File: config.mk
export PLATFORM = sky130hd
export DESIGN_NAME = medidor_pulsos
export DESIGN_NICKNAME = d
export VERILOG_FILES = /design/src/rtl/velocimetro_pkg.sv /design/src/rtl/medidor_pulsos_antirrebote.sv /design/src/rtl/medidor_pulsos.sv
export SDC_FILE = /design/constraint.sdc
export NUM_CORES = 1
export LEC_CHECK = 0
export CORE_UTILIZATION = 28
export DETAILED_ROUTE_END_ITERATION = 8
export GPL_TIMING_DRIVEN = 0
export REMOVE_ABC_BUFFERS = 1
export SYNTH_ARGS = -nofsm -noshare
export SYNTH_HDL_FRONTEND = slang
export SYNTH_HIERARCHICAL = 1
export SYNTH_SLANG_ARGS = --single-unit
export TNS_END_PERCENT = 30
File: constraint.sdc
create_clock -name clock -period 6.3 [get_ports clock]
set_input_delay 0.945 -clock clock [delete_from_list [all_inputs] [get_ports clock]]
set_output_delay 0.945 -clock clock [all_outputs]
set_load 0.01 [all_outputs]
File: src/rtl/velocimetro_pkg.sv
// Shared types and constants for the velocimetro datapath front end.
package velocimetro_pkg;

    localparam int ANCHO_DATO     = 32;
    localparam int ANCHO_PULSOS   = 16;
    localparam int CIRCUNF_MM_DEF = 2100;
    localparam int DIVISOR_DEF    = 1000;

    typedef enum logic [1:0] {
        CONTAR   = 2'd0,
        ENTREGAR = 2'd1,
        ESPERAR  = 2'd2
    } estado_t;

    // Pulse count increment that sticks at all-ones instead of wrapping.
    function automatic logic [ANCHO_PULSOS-1:0] suma_sat(
        input logic [ANCHO_PULSOS-1:0] a,
        input logic                    b
    );
        if (b && (a == {ANCHO_PULSOS{1'b1}}))
            return a;
        return a + {{(ANCHO_PULSOS-1){1'b0}}, b};
    endfunction

endpackage

File: src/rtl/medidor_pulsos_antirrebote.sv
// Two-flop synchroniser, debounce filter and rising-edge detect for the wheel sensor.
module antirrebote #(
    parameter int DEBOUNCE_CICLOS = 50000
) (
    input  logic clock,
    input  logic reset,
    input  logic entrada,
    output logic nivel,
    output logic flanco
);

    localparam int ANCHO_CNT = (DEBOUNCE_CICLOS > 1) ? $clog2(DEBOUNCE_CICLOS) : 1;
    localparam logic [ANCHO_CNT-1:0] CNT_FIN = ANCHO_CNT'(DEBOUNCE_CICLOS - 1);

    logic [1:0]           sync_reg;
    logic                 sinc;
    logic [ANCHO_CNT-1:0] cuenta_reg;
    logic [ANCHO_CNT-1:0] cuenta_next;
    logic                 nivel_reg;
    logic                 nivel_next;
    logic                 flanco_reg;
    logic                 flanco_next;

    assign sinc = sync_reg[1];

    always_ff @(posedge clock or posedge reset) begin
        if (reset)
            sync_reg <= 2'b00;
        else
            sync_reg <= {sync_reg[0], entrada};
    end

    // The level only changes after DEBOUNCE_CICLOS consecutive differing samples;
    // any sample equal to the current level restarts the run.
    always_comb begin
        cuenta_next = '0;
        nivel_next  = nivel_reg;
        flanco_next = 1'b0;
        if (sinc != nivel_reg) begin
            if (cuenta_reg == CNT_FIN) begin
                nivel_next  = sinc;
                flanco_next = sinc;
            end else begin
                cuenta_next = cuenta_reg + 1'b1;
            end
        end
    end

    always_ff @(posedge clock or posedge reset) begin
        if (reset) begin
            cuenta_reg <= '0;
            nivel_reg  <= 1'b0;
            flanco_reg <= 1'b0;
        end else begin
            cuenta_reg <= cuenta_next;
            nivel_reg  <= nivel_next;
            flanco_reg <= flanco_next;
        end
    end

    assign nivel  = nivel_reg;
    assign flanco = flanco_reg;

endmodule

File: src/rtl/medidor_pulsos.sv
// Wheel pulse counter per time window with handshake into the float stage.
// Optional MEDIDOR_PERIODO_EN adds periodo_ultimo (cycles between the last two pulses).
module medidor_pulsos
    import velocimetro_pkg::*;
#(
    parameter int VENTANA_CICLOS  = 50000000,
    parameter int DEBOUNCE_CICLOS = 50000,
    parameter int CIRCUNF_MM      = CIRCUNF_MM_DEF,
    parameter int DIVISOR         = DIVISOR_DEF,
    parameter int LATENCIA        = 40
) (
    input  logic                    clock,
    input  logic                    reset,
    input  logic                    sensor,
    input  logic                    recibido1,
    input  logic                    recibido2,
    output logic [ANCHO_DATO-1:0]   numero1,
    output logic [ANCHO_DATO-1:0]   numero2,
    output logic                    validar,
    output logic                    listosNumeros,
    output logic [ANCHO_PULSOS-1:0] pulsos_ventana,
    output logic                    error_sobrecarga
`ifdef MEDIDOR_PERIODO_EN
    ,
    output logic [ANCHO_DATO-1:0]   periodo_ultimo
`endif
);

    localparam int ANCHO_VENT = (VENTANA_CICLOS > 1) ? $clog2(VENTANA_CICLOS) : 1;
    localparam logic [ANCHO_VENT-1:0] VENT_FIN = ANCHO_VENT'(VENTANA_CICLOS - 1);
    localparam int ANCHO_LAT = (LATENCIA > 1) ? $clog2(LATENCIA) : 1;
    localparam logic [ANCHO_LAT-1:0] LAT_FIN = ANCHO_LAT'(LATENCIA - 1);
    localparam logic [ANCHO_DATO-1:0] CIRC_U = ANCHO_DATO'(CIRCUNF_MM);
    localparam logic [ANCHO_DATO-1:0] DIV_U  = ANCHO_DATO'(DIVISOR);

    logic nivel_filtrado;
    logic flanco_filtrado;
    logic pulso;

    antirrebote #(
        .DEBOUNCE_CICLOS(DEBOUNCE_CICLOS)
    ) u_antirrebote (
        .clock  (clock),
        .reset  (reset),
        .entrada(sensor),
        .nivel  (nivel_filtrado),
        .flanco (flanco_filtrado)
    );

    assign pulso = flanco_filtrado & nivel_filtrado;

    logic [ANCHO_VENT-1:0] ventana_reg;
    logic                  fin_ventana;

    assign fin_ventana = (ventana_reg == VENT_FIN);

    always_ff @(posedge clock or posedge reset) begin
        if (reset)
            ventana_reg <= '0;
        else if (fin_ventana)
            ventana_reg <= '0;
        else
            ventana_reg <= ventana_reg + 1'b1;
    end

    // conteo_total includes a pulse landing on the fin_ventana cycle, so that
    // pulse is captured with the ending window rather than the next one.
    logic [ANCHO_PULSOS-1:0] conteo_reg;
    logic [ANCHO_PULSOS-1:0] conteo_total;

    assign conteo_total = suma_sat(conteo_reg, pulso);

    always_ff @(posedge clock or posedge reset) begin
        if (reset)
            conteo_reg <= '0;
        else if (fin_ventana)
            conteo_reg <= '0;
        else
            conteo_reg <= conteo_total;
    end

    estado_t               estado_reg;
    estado_t               estado_next;
    logic [ANCHO_LAT-1:0]  lat_reg;
    logic [ANCHO_LAT-1:0]  lat_next;
    logic                  captura;

    always_ff @(posedge clock or posedge reset) begin
        if (reset) begin
            estado_reg <= CONTAR;
            lat_reg    <= '0;
        end else begin
            estado_reg <= estado_next;
            lat_reg    <= lat_next;
        end
    end

    always_comb begin
        estado_next   = estado_reg;
        lat_next      = lat_reg;
        captura       = 1'b0;
        validar       = 1'b0;
        listosNumeros = 1'b0;
        case (estado_reg)
            CONTAR: begin
                if (fin_ventana) begin
                    captura     = 1'b1;
                    estado_next = ENTREGAR;
                end
            end
            ENTREGAR: begin
                if (recibido1 && recibido2) begin
                    validar     = 1'b1;
                    lat_next    = LAT_FIN;
                    estado_next = ESPERAR;
                end
            end
            ESPERAR: begin
                if (lat_reg == '0) begin
                    listosNumeros = 1'b1;
                    estado_next   = CONTAR;
                end else begin
                    lat_next = lat_reg - 1'b1;
                end
            end
            default: estado_next = CONTAR;
        endcase
    end

    logic [ANCHO_DATO-1:0]   numero1_reg;
    logic [ANCHO_DATO-1:0]   numero2_reg;
    logic [ANCHO_PULSOS-1:0] pulsos_reg;
    logic                    error_reg;

    always_ff @(posedge clock or posedge reset) begin
        if (reset) begin
            numero1_reg <= '0;
            numero2_reg <= '0;
            pulsos_reg  <= '0;
        end else if (captura) begin
            numero1_reg <= ANCHO_DATO'(conteo_total) * CIRC_U;
            numero2_reg <= DIV_U;
            pulsos_reg  <= conteo_total;
        end
    end

    // A window ending while a delivery is still in flight is dropped and flagged.
    always_ff @(posedge clock or posedge reset) begin
        if (reset)
            error_reg <= 1'b0;
        else if (fin_ventana && (estado_reg != CONTAR))
            error_reg <= 1'b1;
    end

    assign numero1          = numero1_reg;
    assign numero2          = numero2_reg;
    assign pulsos_ventana   = pulsos_reg;
    assign error_sobrecarga = error_reg;

`ifdef MEDIDOR_PERIODO_EN
    logic [ANCHO_DATO-1:0] periodo_cnt_reg;
    logic [ANCHO_DATO-1:0] periodo_reg;

    always_ff @(posedge clock or posedge reset) begin
        if (reset) begin
            periodo_cnt_reg <= '0;
            periodo_reg     <= '0;
        end else if (pulso) begin
            periodo_reg     <= periodo_cnt_reg;
            periodo_cnt_reg <= {{(ANCHO_DATO-1){1'b0}}, 1'b1};
        end else if (periodo_cnt_reg != {ANCHO_DATO{1'b1}}) begin
            periodo_cnt_reg <= periodo_cnt_reg + 1'b1;
        end
    end

    assign periodo_ultimo = periodo_reg;
`endif

endmodule

==> results.json, run 1 <==
{
  "status": "finished with violations",
  "violations": "DRC",
  "cts.clk_slew.worst_paths_ns": 0.08,
  "final_util_pct": 32.89,
  "clock_path_buffers": 2,
  "design_area_um2": 8596,
  "max_cap_violations": 0,
  "drtAntennaViolNets": 0,
  "combPwrFrac_pct": 2.4,
  "ys_ff_latch": 112,
  "nets": 943,
  "final_cells": 1182,
  "synth.most_common_cell": "dfrtp_1",
  "antenna_found_initial": 0,
  "power.share.clock_pct": 42.7,
  "regToRegSetupSlack_ns": 0.33,
  "grt_first_pass_wirelength_um": 26360,
  "seq_area_frac_synth_pct": 37.55,
  "synth_common_cells": "dfrtp_1 (112), nor2_1 (95), inv_1 (80)",
  "num_rows": 59,
  "syn_avg_cell_area_um2": 9.376,
  "hold_viol": 0,
  "ctsHoldBuffers": 0,
  "synth_edf_count": 0,
  "power_density_nw_per_um2": 153.1,
  "die_area_um2": 27310,
  "setup_violations": 0,
  "postRouteWirelength_um": 15570,
  "coreArea_um2": 26130,
  "drt_iter0_drc": 219,
  "ir_worst_vdd_mv": 0.1117,
  "synthesis.area_um2": 7463,
  "grt_pass1_vias": 5337,
  "ys_types": 57,
  "insertedDiodeCount": 0,
  "fin_crit_sh_pct": 94.79,
  "reg2reg_from": "u_antirrebote/nivel",
  "fmax_mhz": 167.4,
  "setup.worst_path.end": "numero1[23]",
  "yosysWarningCount": 6,
  "largest_reg_flops": 26,
  "hp-class": "reg2reg",
  "timing.rr.end": "numero1[23]",
  "async_flop_share_pct": 100.0,
  "worstMarginPinSlew_ns": 1.110,
  "clock-sinks": 112,
  "grt_max_degree": 70,
  "io_buffers": 55,
  "swShare_pct": 23.92,
  "fin_crit_ns": 5.972,
  "finalClockSkew_ns": 0.01163,
  "p_int_mw": 1.001,
  "num_vias": 5402,
  "rsz0062_at_grt": "false",
  "cp-startpoint": "u_antirrebote/nivel",
  "seqPwrFrac_pct": 54.9,
  "cts-htree-levels": 3,
  "crit_type": "reg2reg",
  "start_util_pct": 28.56,
  "drive_gt1_share_pct": 4.486,
  "area_growth_syn_to_layout_pct": 15.17,
  "start_kind": "register",
  "cts_tree": "built",
  "arrival_ns": 6.28,
  "final_max_slew_viol_count": 0,
  "cts_root_buf": "clkbuf_16",
  "p_leak_nw": 4.284,
  "cts_buffers": 9,
  "wl_per_cell_um": 13.17,
  "first_pass_iters": 6,
  "dpl.hpwl_um": 11520,
  "drc_errors": 13,
  "via_per_inst": 4.570,
  "clk_latency_ns": 0.36,
  "die-height_um": 165.3,
  "worstPathRequired_ns": 6.60,
  "end_kind": "register",
  "pin_count": 88,
  "numPlacedInstances": 1166,
  "reg2regPathDepth": 23,
  "grtUsageTotal_pct": 12.23,
  "holdWs_ns": 0.3507,
  "netlist_instances": 796,
  "path_max_fanout": 6,
  "globalplace.congestion": 0.8072,
  "power_mw": 1.316,
  "grt-ovfl-total": 0,
  "switchingPower_mw": 0.3148,
  "synth_top_area_cell": "dfrtp_1",
  "slew_headroom_pct": 25.85,
  "dpl_cell_area_um2": 8233,
  "ys_top_cells_by_area": "dfrtp_1 (38%), ha_1 (13%), fa_1 (5.4%)",
  "synth_ff_type": "dfrtp_1",
  "synth_top_area_share_pct": 37.55,
  "die_w_um": 165.3
}
[repair_timing]
action,CTS,global route
setup buffers,0,0
endpoints found under the setup margin,2,8
resized for setup,1,11
pin swaps,0,1
[logic make-up after synthesis]
family / after synthesis / share of synthesized area [%]
AND/OR/NAND/NOR: 273 / 17.87
buffers and inverters: 134 / 8.969
flip-flops: 112 / 37.55
AO/OA/AOI/OAI: 108 / 8.852
adder cells (fa/ha/maj): 96 / 18.11
XOR/XNOR: 70 / 8.315
multiplexers: 2 / 0.2850
other: 1 / 0.05025
[layer usage]
layer | GRT usage [%] | share of wire, %
met5 | 0 | 0
met4 | 2.627 | 0.85
met3 | 2.972 | 4.5
met2 | 19.13 | 45
met1 | 16.96 | 50
[placed cells by master, fill, tap and decap left out, types with 3 or more instances in the layout]
| cell | count |
|---|---|
| fa_1 | 20 |
| xnor2_1 | 32 |
| o21a_1 | 3 |
| nor3_1 | 15 |
| o31ai_1 | 3 |
| and2_1 | 4 |
| a21o_1 | 10 |
| o21bai_1 | 3 |
| conb_1 | 32 |
| o21ai_0 | 30 |
| nand4_1 | 20 |
| clkdlybuf4s50_1 | 55 |
| inv_1 | 79 |
| nand3_1 | 21 |
| or3_1 | 4 |
| xor2_1 | 32 |
| ha_1 | 76 |
| a211oi_1 | 7 |
| clkbuf_16 | 9 |
| or4_1 | 3 |
| nor4_1 | 6 |
| and3_1 | 9 |
| nand2_1 | 67 |
| and4_1 | 5 |
| nor4bb_1 | 3 |
| nor4b_1 | 4 |
| nor2b_1 | 4 |
| nand2b_1 | 3 |
| dfrtp_1 | 112 |
| xnor2_2 | 4 |
| a31oi_1 | 4 |
| a21oi_1 | 33 |
| nor2_1 | 95 |
[cell type report]
cell class | count | area, um2
Timing Repair Buffer | 58 | 600.6
Multi-Input combinational cell | 581 | 4192
Clock inverter | 6 | 50.05
Fill cell | 2723 | 17540
Sequential cell | 112 | 2803
Clock buffer | 10 | 229.0
Inverter | 80 | 302.8
Tap cell | 335 | 419.2
[power groups by stage]
stage | Sequential (mW) | Combinational, mW | Clock, mW
after floorplan | 0.736 | 0.0222 | 0
after global placement | 0.737 | 0.0304 | 0
after detailed placement | 0.737 | 0.0330 | 0
after CTS | 0.722 | 0.0332 | 0.585
after global routing | 0.723 | 0.0383 | 0.608
final | 0.722 | 0.0319 | 0.562
[worst min-delay path by stage]
stage	startpoint	end	cells after the start	slack [ns]
after global routing	u_antirrebote/sync_reg[0]	u_antirrebote/sync_reg[1]	0	0.37
after CTS	u_antirrebote/sync_reg[0]	u_antirrebote/sync_reg[1]	0	0.35
after detailed placement	u_antirrebote/sync_reg[0]	u_antirrebote/sync_reg[1]	0	0.34
after floorplan	u_antirrebote/sync_reg[0]	u_antirrebote/sync_reg[1]	0	0.33
after global placement	u_antirrebote/sync_reg[0]	u_antirrebote/sync_reg[1]	0	0.34
final	u_antirrebote/sync_reg[0]	u_antirrebote/sync_reg[1]	0	0.35
[worst max-delay path, stage by stage, from the launching register on]
cell and delay [ns]:
dfrtp_1 0.44, and2_1 0.16, ha_1 0.16, ha_1 0.17
nand2_1 0.13, nor3_4 0.32, nand3_1 0.24, xor2_4 0.29
inv_1 0.14, ha_1 0.32, ha_1 0.30, ha_1 0.30
fa_1 0.53, inv_1 0.05, fa_1 0.50, inv_1 0.05
ha_1 0.26, a21o_1 0.21, a21o_1 0.19, a31o_2 0.25
nor2b_1 0.15, or3_1 0.37, a211oi_2 0.26, a21o_1 0.12
[through the flow]
stage | setup TNS (ns) | setup WS [ns]
2_1_floorplan | 0 | 0.8630
3_3_place_gp | -0.05322 | -0.05322
3_5_place_dp | -0.1091 | -0.1054
4_1_cts | 0 | 0.02289
5_1_grt | 0 | 0.0004214
6_report | 0 | 0.3279
Power figures use the tool's default switching activity.
==> run 2: changes to the inputs <==
Settings changed: CTS_BUF_LIST from default to sky130_fd_sc_hd__clkbuf_16, PLACE_DENSITY_LB_ADDON from default to 0.3.
Clock period 6.3 ns to 6.51 ns, I/O delays scaled along.
==> run 2 against run 1 <==
Effect of this change:
- the flow still finishes with violations (DRC)
- via count down 0.52%
- routed wire length increased by 0.46%
- clock power is 3.7% higher
- register-to-register slack better by 0.10 ns
- die area unchanged
- power shrank 0.16%
- setup slack better by 0.10 ns
- combinational power fell by 2%
- first-iteration DRC count rose by 32%
- global-route usage is 0.079 points lower
- critical path type unchanged
- highest routed layer unchanged
==> results.json, run 2 (synthesis results as in run 1) <==
{
  "coreArea_um2": 26130,
  "final_common_cell": "dfrtp_1",
  "die_area_um2": 27310,
  "grt_max_degree": 69,
  "drtAntennaViolNets": 0,
  "worstPathRequired_ns": 6.81,
  "first_pass_iters": 8,
  "slew_headroom_pct": 26.74,
  "power_density_nw_per_um2": 153.6,
  "cts_root_buf": "clkbuf_16",
  "io_buffers": 55,
  "violations": "DRC",
  "grt-ovfl-total": 0,
  "area_growth_syn_to_layout_pct": 14.60,
  "clock_path_buffers": 2,
  "postRouteWirelength_um": 15640,
  "path_max_fanout": 6,
  "insertedDiodeCount": 0,
  "largest_reg_flops": 26,
  "drc_errors": 12,
  "clock-sinks": 112,
  "cts_tree": "built",
  "fin_crit_sh_pct": 93.40,
  "clk_latency_ns": 0.36,
  "end_kind": "register",
  "ir_worst_vdd_mv": 0.1095,
  "die_w_um": 165.3,
  "hold_viol": 0,
  "drt_iter0_drc": 289,
  "final_util_pct": 32.73,
  "fillers": 2732,
  "num_vias": 5374,
  "setup_violations": 0,
  "cts.clk_slew.worst_paths_ns": 0.08,
  "finalClockSkew_ns": 0.01166,
  "grt_pass1_vias": 5097,
  "crit_type": "reg2reg",
  "final_cell_mix": "dfrtp_1 (112), nor2_1 (95), inv_1 (79), ha_1 (76), nand2_1 (67)",
  "nets": 942,
  "p_leak_nw": 4.275,
  "cts_buffers": 9,
  "via_per_inst": 4.550,
  "power_mw": 1.314,
  "status": "finished with violations",
  "fin_crit_ns": 6.081,
  "rsz0062_at_grt": "false",
  "drive_gt1_share_pct": 3.901,
  "antenna_found_initial": 0,
  "start_util_pct": 28.56,
  "hp-class": "reg2reg",
  "register_area_um2": 2803,
  "worstMarginPinSlew_ns": 1.096,
  "grt_first_pass_wirelength_um": 25960,
  "grtUsageTotal_pct": 12.15,
  "tns_ns": 0,
  "final_max_slew_viol_count": 0,
  "globalplace.congestion": 0.8033,
  "die-height_um": 165.3,
  "pin_count": 88,
  "start_kind": "register",
  "arrival_ns": 6.38,
  "multiInputGateArea_um2": 4136,
  "cts-htree-levels": 3,
  "wl_per_cell_um": 13.25,
  "dpl.hpwl_um": 11560,
  "num_rows": 59,
  "max_cap_violations": 0,
  "fmax_mhz": 164.5
}
[run 2: cell types whose count changed in the layout (fill, tap and decap cells not counted), sizes merged]
cell / before / now
clkinv: 2 / 1
clkinvlp: 1 / 2
clkbuf: 10 / 9
bufinv: 0 / 1
buf: 3 / 2
[run 2: worst max-delay path, cell delays in order, from the launching register on]
cell and delay [ns]:
dfrtp_1 0.42, and2_1 0.16, ha_1 0.17, ha_1 0.17, nand2_1 0.10, nor3_2 0.38, nand3_1 0.19, xor2_2 0.37
inv_1 0.16, ha_1 0.32, ha_1 0.30, ha_1 0.30, fa_1 0.53, inv_1 0.05, fa_1 0.49, inv_1 0.04
ha_1 0.26, a21o_1 0.20, a21o_1 0.20, a31o_2 0.25, nor2b_1 0.15, or3_1 0.35, a211oi_1 0.32, a21o_1 0.13
[run 2: timing repair]
action / 4_1_cts / 5_1_grt
gates resized for setup: 1 / 3
hold buffers: 0 / 0
endpoints found under the setup margin: 1 / 6
buffers inserted: 0 / 0
[run 2: stage by stage]
stage | instance area (um2) | setup slack (ns) | hold slack [ns] | cells
finish | 8553 | 0.4294 | 0.3519 | 1181
global route | 8553 | 0.03543 | 0.3719 | 1181
CTS | 8532 | 0.1593 | 0.3550 | 1181
detailed placement | 8222 | -0.01669 | 0.3379 | 1165
global placement | 8180 | -0.02027 | 0.3380 | 1163
floorplan | 7211 | 1.073 | 0.3312 | 773
[run 2: final timing paths]
check | from | endpoint | slack, ns | depth (start not counted)
worst max-delay path | u_antirrebote/nivel | numero1[23] | 0.43 | 23
worst min-delay path | u_antirrebote/sync_reg[0] | u_antirrebote/sync_reg[1] | 0.35 | 0
worst max register to register | u_antirrebote/nivel | numero1[23] | 0.43 | 23
worst min register to register | u_antirrebote/sync_reg[0] | u_antirrebote/sync_reg[1] | 0.35 | 0
max in group asynchronous | reset | numero1[5] | 4.86 | 3
min in group asynchronous | reset | pulsos_ventana[12] | 0.96 | 2
[run 2: cell type report]
type / instances / area share [%]
clock buffers: 9 / 2.633
clock inverters: 7 / 0.9070
inverters: 80 / 3.540
multi-input cells: 581 / 48.36
flip-flops and latches: 112 / 32.77
well taps: 335 / 4.901
repair buffers: 57 / 6.890
[run 2: routing by layer]
metal	track usage [%]	part of all wire (%)
met1	17.34	50
met4	2.752	0.85
met3	3.097	5.5
met5	0	0
met2	18.24	44
[run 2: where the power goes]
| group | internal, mW | total, mW | switching (mW) |
|---|---|---|---|
| sequential | 0.697 | 0.699 | 0.00189 |
| combinational | 0.00569 | 0.0314 | 0.0257 |
| clock | 0.304 | 0.583 | 0.280 |
==> run 3: changes to the inputs <==
Settings changed: CAP_MARGIN from default to 0, CORE_MARGIN from default to 10, CTS_CLUSTER_DIAMETER from default to 80.
==> run 3 against run 2 <==
Effect of this change:
- the run now ends clean
- critical path type unchanged
- final cell count hardly changed
- flip-flop and latch count unchanged
- fmax is essentially flat
- routed wire length increased by 3.8%
- count of clock-buffer cells in the layout unchanged
- global-route usage down 2.0 points
- power shrank 4.6%
==> results.json, run 3 (synthesis results as in run 1) <==
{
  "power_mw": 1.254,
  "end_kind": "register",
  "final_util_pct": 32.68,
  "hold_viol": 0,
  "die_w_um": 183.3,
  "dpl.hpwl_um": 12410,
  "die-height_um": 183.3,
  "arrival_ns": 6.37,
  "critical_path_buf_inv_count": 3,
  "ir_worst_vdd_mv": 0.1027,
  "switchingPower_mw": 0.2936,
  "path_max_fanout": 7,
  "final_cell_mix": "dfrtp_1 (112), nor2_1 (95), inv_1 (80), ha_1 (76), nand2_1 (67)",
  "cpPeakStageDelay_ns": 0.61,
  "crit_type": "reg2reg",
  "grt_first_pass_wirelength_um": 28080,
  "cts-htree-levels": 3,
  "hp-class": "reg2reg",
  "grt_pass1_vias": 5536,
  "status": "finished, final reports clean",
  "power_density_nw_per_um2": 146.8,
  "worst_path_max_delay_cell": "xnor2_1",
  "clock-sinks": 112,
  "dpl_cell_area_um2": 8233,
  "p_leak_nw": 4.275,
  "start_util_pct": 28.56,
  "post-place-ws_ns": 0.02256,
  "ctsHoldBuffers": 0,
  "power.share.clock_pct": 41.7,
  "swShare_pct": 23.41,
  "antenna_found_initial": 0,
  "combPwrFrac_pct": 2.5,
  "worstMarginPinSlew_ns": 1.201,
  "num_vias": 5397,
  "fmax_mhz": 164.5,
  "start_kind": "register",
  "grtUsageTotal_pct": 10.12,
  "fin_crit_sh_pct": 93.36,
  "globalplace.congestion": 0.8128,
  "cts_root_buf": "clkbuf_16",
  "num_rows": 59,
  "die_area_um2": 33590,
  "worstPathRequired_ns": 6.81,
  "drtAntennaViolNets": 0,
  "cts.clk_slew.worst_paths_ns": 0.07,
  "final_max_slew_viol_count": 0,
  "setup_violations": 0,
  "area_growth_syn_to_layout_pct": 14.43,
  "via_per_inst": 4.574,
  "p_int_mw": 0.9604,
  "drt_iter0_drc": 287,
  "seqPwrFrac_pct": 55.7,
  "postRouteWirelength_um": 16250,
  "rsz0062_at_grt": "false",
  "max_cap_violations": 0,
  "grt-ovfl-total": 0,
  "final_common_cell": "dfrtp_1",
  "clock_path_buffers": 2,
  "crit_family": "adder cells",
  "slew_headroom_pct": 19.72,
  "clk_latency_ns": 0.36,
  "insertedDiodeCount": 0,
  "final_cells": 1180,
  "drive_gt1_share_pct": 3.905,
  "numPlacedInstances": 1166,
  "cp_common_cell": "ha_1",
  "pin_count": 88,
  "fillers": 2803,
  "design_area_um2": 8541,
  "fin_ws_ns": 0.4324,
  "cp_cell_sequence": "and2_1, ha_1, and3_1, nand4_1, nor2_1, xnor2_1, inv_1, ha_1, ha_1, ha_1, fa_1, inv_1, fa_1, inv_1, ha_1, a21oi_1, o21a_1, a21boi_0, or3_1, a211oi_1, a21o_1",
  "fin_crit_ns": 6.078,
  "coreArea_um2": 26130,
  "cts_tree": "built",
  "tns_ns": 0,
  "io_buffers": 55,
  "drc_errors": 0,
  "grt_max_degree": 69,
  "nets": 943,
  "cts_buffers": 9,
  "post_cts_buffers": 0,
  "largest_reg_flops": 26,
  "wl_per_cell_um": 13.77,
  "holdWs_ns": 0.3506,
  "finalClockSkew_ns": 0.006975,
  "first_pass_iters": 4
}
run 3: what timing repair did:
action / 4_1_cts / 5_1_grt
gates resized for setup: 1 / 5
hold endpoints to repair: 0 / 0
endpoints found under the setup margin: 1 / 4
pin swaps: 0 / 0
run 3: path summary, 6_finish.rpt:
path	startpoint	end	slack (ns)	cells past startpoint
max	u_antirrebote/nivel	numero1[23]	0.43	21
min	u_antirrebote/sync_reg[0]	u_antirrebote/sync_reg[1]	0.35	0
max reg2reg	u_antirrebote/nivel	numero1[23]	0.43	21
min reg2reg	u_antirrebote/sync_reg[0]	u_antirrebote/sync_reg[1]	0.35	0
max in group asynchronous	reset	pulsos_ventana[7]	4.87	3
min in group asynchronous	reset	pulsos_ventana[11]	0.97	2
run 3: layout make-up:
cell class                      instances  area [um2]  share of cell area [%]
Multi-Input combinational cell        581        4155                   48.65
Sequential cell                       112        2803                   32.82
Timing Repair Buffer                   58       600.6                   7.032
Tap cell                              335       419.2                   4.908
Inverter                               80       302.8                   3.545
Clock buffer                            9       225.2                   2.637
Clock inverter                          5       35.03                  0.4102
run 3: power by group through the flow:
stage               clock network [mW]  logic (mW)  registers [mW]
CTS                              0.546      0.0327           0.699
global route                     0.572      0.0375           0.700
floorplan                            0      0.0215           0.713
detailed placement                   0      0.0327           0.713
global placement                     0      0.0300           0.713
finish                           0.523      0.0320           0.699
run 3: per-layer routing:
layer	track usage, %	routed length, um	up-vias
met5	0	0	-
met4	2.230	103	0
met3	2.628	690	9
met2	15.81	7228	75
met1	13.73	8223	2614
li1	-	-	2699
run 3: worst register-to-register path: stages (launching register included):
cell      delay (ns)
dfrtp_1         0.43
and2_1          0.16
ha_1            0.20
and3_1          0.19
nand4_1         0.15
nor2_1          0.08
xnor2_1         0.61
inv_1           0.22
ha_1            0.35
ha_1            0.29
ha_1            0.31
fa_1            0.53
inv_1           0.05
fa_1            0.50
inv_1           0.04
ha_1            0.37
a21oi_1         0.22
o21a_1          0.20
a21boi_0        0.19
or3_1           0.44
a211oi_1        0.34
a21o_1          0.13
